## src/rtl/iter_cmp.sv

```systemverilog
// Multi-cycle comparator: walks the operands MSB-chunk first, CHUNK bits per cycle,
// and stops at the first differing chunk. Result is held until the consumer takes it.
module iter_cmp #(
  parameter int WIDTH = 32,
  parameter int CHUNK = 8
) (
  input  logic             clk,
  input  logic             rstn,
  input  logic             in_valid,
  output logic             in_ready,
  input  logic [WIDTH-1:0] in1,
  input  logic [WIDTH-1:0] in2,
  input  logic [2:0]       sel,
  output logic             out_valid,
  input  logic             out_ready,
  output logic             result,
  output logic             eq,
  output logic             lt,
  output logic             ltu,
  output logic             illegal
);

  localparam int NCH = WIDTH / CHUNK;
  localparam int IW  = (NCH > 1) ? $clog2(NCH) : 1;

  if (WIDTH < 2 || CHUNK < 1 || (WIDTH % CHUNK) != 0) begin : g_bad_params
    $error("iter_cmp: WIDTH must be >= 2 and a multiple of CHUNK");
  end

  typedef enum logic [1:0] {IDLE, BUSY, DONE} state_t;

  state_t           state, state_nxt;
  logic [WIDTH-1:0] a_q, b_q, a_shl, b_shl;
  logic [2:0]       sel_q;
  logic [IW-1:0]    idx;
  logic [CHUNK-1:0] ca, cb, topbit;
  logic             diff, last, c_lt, c_ltu, res_nxt;

  // Operands shift left each cycle so the chunk under test is always the top one.
  if (NCH > 1) begin : g_shift
    assign a_shl = {a_q[WIDTH-CHUNK-1:0], {CHUNK{1'b0}}};
    assign b_shl = {b_q[WIDTH-CHUNK-1:0], {CHUNK{1'b0}}};
  end else begin : g_noshift
    assign a_shl = a_q;
    assign b_shl = b_q;
  end

  always_comb begin
    ca     = a_q[WIDTH-1 -: CHUNK];
    cb     = b_q[WIDTH-1 -: CHUNK];
    topbit = '0;
    // Only the sign-carrying chunk gets its top bit flipped for the signed compare.
    topbit[CHUNK-1] = (idx == IW'(NCH-1));
    diff   = (ca != cb);
    last   = (idx == '0);
    c_ltu  = (ca < cb);
    c_lt   = ((ca ^ topbit) < (cb ^ topbit));
    case (sel_q)
      3'd0:    res_nxt = !diff;
      3'd1:    res_nxt = diff;
      3'd2:    res_nxt = diff && c_lt;
      3'd3:    res_nxt = !(diff && c_lt);
      3'd4:    res_nxt = diff && c_ltu;
      3'd5:    res_nxt = !(diff && c_ltu);
      default: res_nxt = 1'b0;
    endcase
  end

  assign in_ready  = (state == IDLE) && rstn;
  assign out_valid = (state == DONE);

  always_ff @(posedge clk) begin
    if (!rstn) state <= IDLE;
    else       state <= state_nxt;
  end

  always_comb begin
    state_nxt = state;
    case (state)
      IDLE:    if (in_valid && in_ready) state_nxt = BUSY;
      BUSY:    if (diff || last)         state_nxt = DONE;
      DONE:    if (out_ready)            state_nxt = IDLE;
      default: state_nxt = IDLE;
    endcase
  end

  always_ff @(posedge clk) begin
    if (!rstn) begin
      a_q     <= '0;
      b_q     <= '0;
      sel_q   <= '0;
      idx     <= '0;
      result  <= 1'b0;
      eq      <= 1'b0;
      lt      <= 1'b0;
      ltu     <= 1'b0;
      illegal <= 1'b0;
    end else begin
      case (state)
        IDLE: if (in_valid) begin
          a_q   <= in1;
          b_q   <= in2;
          sel_q <= sel;
          idx   <= IW'(NCH-1);
        end
        BUSY: if (diff || last) begin
          eq      <= !diff;
          lt      <= diff && c_lt;
          ltu     <= diff && c_ltu;
          illegal <= sel_q[2] & sel_q[1];
          result  <= res_nxt;
        end else begin
          a_q <= a_shl;
          b_q <= b_shl;
          idx <= idx - 1'b1;
        end
        default: ;
      endcase
    end
  end

endmodule

```

## config.mk

```make
export PLATFORM = sky130hd
export DESIGN_NAME = iter_cmp
export DESIGN_NICKNAME = d
export VERILOG_FILES = /design/src/rtl/iter_cmp.sv
export SDC_FILE = /design/constraint.sdc
export NUM_CORES = 1
export LEC_CHECK = 0
export ABC_CLOCK_PERIOD_IN_PS = 4400
export CORE_MARGIN = 2
export CORE_UTILIZATION = 50
export CTS_CLUSTER_SIZE = 30
export DETAILED_ROUTE_END_ITERATION = 7
export PLACE_DENSITY = 0.87
export SYNTH_ARGS = -nofsm -noshare
export SYNTH_HDL_FRONTEND = slang
export SYNTH_SLANG_ARGS = --single-unit
```

## constraint.sdc

```tcl
create_clock -name clk -period 4.4 [get_ports clk]
set_clock_uncertainty 0.2 [all_clocks]
set_input_delay 1.32 -clock clk [delete_from_list [all_inputs] [get_ports clk]]
set_output_delay 1.32 -clock clk [all_outputs]
set_load 0.01 [all_outputs]
```

==> results.toml <==
[outcome]
outcome = "finished, final reports clean"

[timing]
max_slew_margin_pct = 31.5
worst_slew_pin_slew_ns = 1.03
min_period_ns = 4.31
fmax_mhz = 232
slew_violations = 0
hold_violations = 0
report.final.setup_viol = 0
final.setup.tns_ns = 0
rsz0062_at_grt = "false"
fin_crit_sh_pct = 97.9
whs_ns = 0.273

[critical_path]
critPathTopFamily = "buffers and inverters"
cp_common_cell = "clkdlybuf4s50_1"
r2r-start = "b_q[31]$_SDFFE_PN0P_"
required_ns = 2.88
reg2reg_to = "b_q[12]$_SDFFE_PN0P_"
reg2regPathDepth = 8
critical_path_class = "in -> out"
r2r_slack_ns = 1.05
cp_num_buf_inv = 3
slowest_stage = "clkdlybuf4s50_1"
start_kind = "input pin"
path_max_fanout = 2
arrival_ns = 2.79
worst_setup_path_end_kind = "output port"
crit_chain = "clkdlybuf4s50_1 -> clkinv_2 -> nor3_1 -> clkdlybuf4s50_1"
cpPeakStageDelay_ns = 0.59

[pwr]
clockPowerShare_pct = 37.5
p_per_area_nw_per_um2 = 387
switchingPower_mw = 0.509
ir_drop_mv = 0.206
power_frac_comb_pct = 20.3
sequentialPowerShare_pct = 42.2
p_int_mw = 1.36
p_leak_nw = 1.76
switching_share_pct = 27.2

[global_route]
grt_use_total_pct = 22.0
antenna_found_initial = 0
grt_max_degree = 98
grt_pass1_wl_mm = 14.7
grt_pass1_vias = 3116
overflow = 0

[clock_tree]
clkTransAtPathRegs_ns = 0.08
clkLatencyLatePin_ns = 0.36
hold_buffers = 0
cts_made_buffers = 9
clk_root_buffer_cell = "clkbuf_8"
clock_path_buffers = 2
clock_sinks = 76
post-cts-setup-buffer-count = 0
cts_resized = 0
ctsHtreeMaxLevel = 3
cts_tree = "built"

[layout]
seq_area_um2 = 1520
nFillCells = 567
multi_input_area_um2 = 2070
layout.nets = 583
drive_gt1_share_pct = 17.2
final_cells = 606
area_growth_pct = 25.8
num_antenna_cells = 0

[drt]
routed_wl_mm = 8.93
vias = 3319
viasPerCell = 5.48
drc_errors = 0
ant_nets = 0
drtPass1Iterations = 4
wl_per_cell_um = 14.7
drt-initial-drc-count = 234

[synth]
synth_ff_type = "dfxtp_1"
ys_types = 42
synth.top_cell.area_share_pct = 39.6
yosysTopAreaCell = "dfxtp_1"
synthesis.nets = 527
ys_seq_area_share_pct = 39.6
postSynthCellCount = 446
async_flop_share_pct = 0
synth_area_leaders = "dfxtp_1, a311oi_2, nand2_1"
synth_edf_count = 0
syn-cell-area_um2 = 3840
yosysWarnings = 0
synth-seq-cells = 76
syn_avg_cell_area_um2 = 8.62

[hold_path]
min_path_cells = 2
hp-start = "b_q[4]$_SDFFE_PN0P_"
min_path_type = "reg -> reg"
whs_endpoint = "b_q[4]$_SDFFE_PN0P_"

[die]
std_cell_rows = 31
initial_utilization_pct = 52.4
die_y_um = 91.7
die_x_um = 91.7
io_pins = 78
core_um2 = 7330
die-area_um2 = 8410

[place]
portBuffers = 77
place_inst = 590
dp_hpwl_mm = 6.03
gp_congestion = 0.888

[run]
cap_violations = 0
## worst max path at each step
| stage | end | slack [ns] | cells after the start | startpoint |
|---|---|---|---|---|
| detailed placement | in_ready | 0.17 | 4 | rstn |
| CTS | in_ready | 0.09 | 4 | rstn |
| floorplan | in_ready | 1.02 | 3 | rstn |
| finish | in_ready | 0.09 | 4 | rstn |
| global placement | in_ready | 0.14 | 4 | rstn |
| global route | in_ready | 0.08 | 4 | rstn |
## kinds of logic after synthesis
family | Yosys count | share of synthesized area (%)
simple gates | 222 | 25.3
compound gates | 89 | 25.1
flops | 76 | 39.6
buf+inv | 49 | 6.80
fa+ha+maj | 10 | 3.25
## stage by stage
stage | worst slack [ns] | utilization (%) | instance area [µm²] | total power, mW
6_report | 0.0938 | 66.0 | 4840 | 1.87
5_1_grt | 0.0759 | 66.0 | 4840 | 1.96
4_1_cts | 0.0856 | 66.0 | 4840 | 1.87
3_5_place_dp | 0.169 | 62.4 | 4570 | 1.18
3_3_place_gp | 0.139 | 62.4 | 4570 | 1.17
2_1_floorplan | 1.02 | - | 3840 | 1.07
## worst register-to-register path, delay by kind of cell, from the launching register on
| family | cells | cell delay, ns |
|---|---|---|
| adders and majority gates | 1 | 0.31 |
| buffers and inverters | 1 | 0.07 |
| and+or+nand+nor | 5 | 2.04 |
| AOI/OAI and AO/OA | 1 | 0.26 |
| DFF | 1 | 0.38 |
## sequential cells by signal, indices dropped and copies added (netlist names)
register / count
a_q: 32
b_q: 32
sel_q: 3
idx: 2
state: 2
eq: 1
illegal: 1
lt: 1
ltu: 1
result: 1
## metal layers
metal  wire length (µm)  track usage, %  up-vias
met5                  0               0        -
met4                248            9.20        0
met3                464            4.11       15
met2               4330            34.1       95
met1               3880            30.2     1554
li1                   -               -     1655
## power groups by stage
stage	registers (mW)	clock network, mW	logic (mW)
3_3_place_gp	0.801	0	0.367
6_report	0.789	0.703	0.380
4_1_cts	0.788	0.706	0.380
3_5_place_dp	0.803	0	0.378
5_1_grt	0.797	0.739	0.420
2_1_floorplan	0.795	0	0.276
## Yosys cell counts, types with 2 or more instances
master	instances
nor2_1	49
ha_1	10
o21a_1	2
nand4_1	2
o21ai_0	2
a21oi_1	27
a311oi_2	48
inv_1	12
and2_1	3
nand2b_1	3
nor4_1	2
buf_6	8
nand2_1	122
nand3_1	16
nor3_1	2
buf_2	2
nor2b_1	2
dfxtp_1	76
nor2_2	11
clkbuf_1	25
## area by class of cell
class	count	area share, %
well taps	99	2.56
clock buffers	10	2.64
clock inverters	6	2.82
multi-input cells	321	42.8
inverters	12	0.957
repair buffers	82	16.7
flip-flops and latches	76	31.5
## layout by cell type (no fill, tap or decap), types with 2 or more instances in the layout
master           synthesis  layout
a311oi_2                48      48
nand2b_1                 3       2
nand3_1                 16      16
nand4_1                  2       2
nor4_1                   2       2
a21oi_1                 27      27
o21ai_0                  2       2
o21a_1                   2       2
bufinv_16                0       4
inv_1                   12      11
buf_4                    1       5
nor3_1                   2       2
nand2_1                122     122
nor2_2                  11      11
ha_1                    10      10
nor2_1                  49      49
and2_1                   3       3
clkbuf_8                 0       9
clkdlybuf4s50_1          0      77
dfxtp_1                 76      76
(Power assumes the default switching activity.)
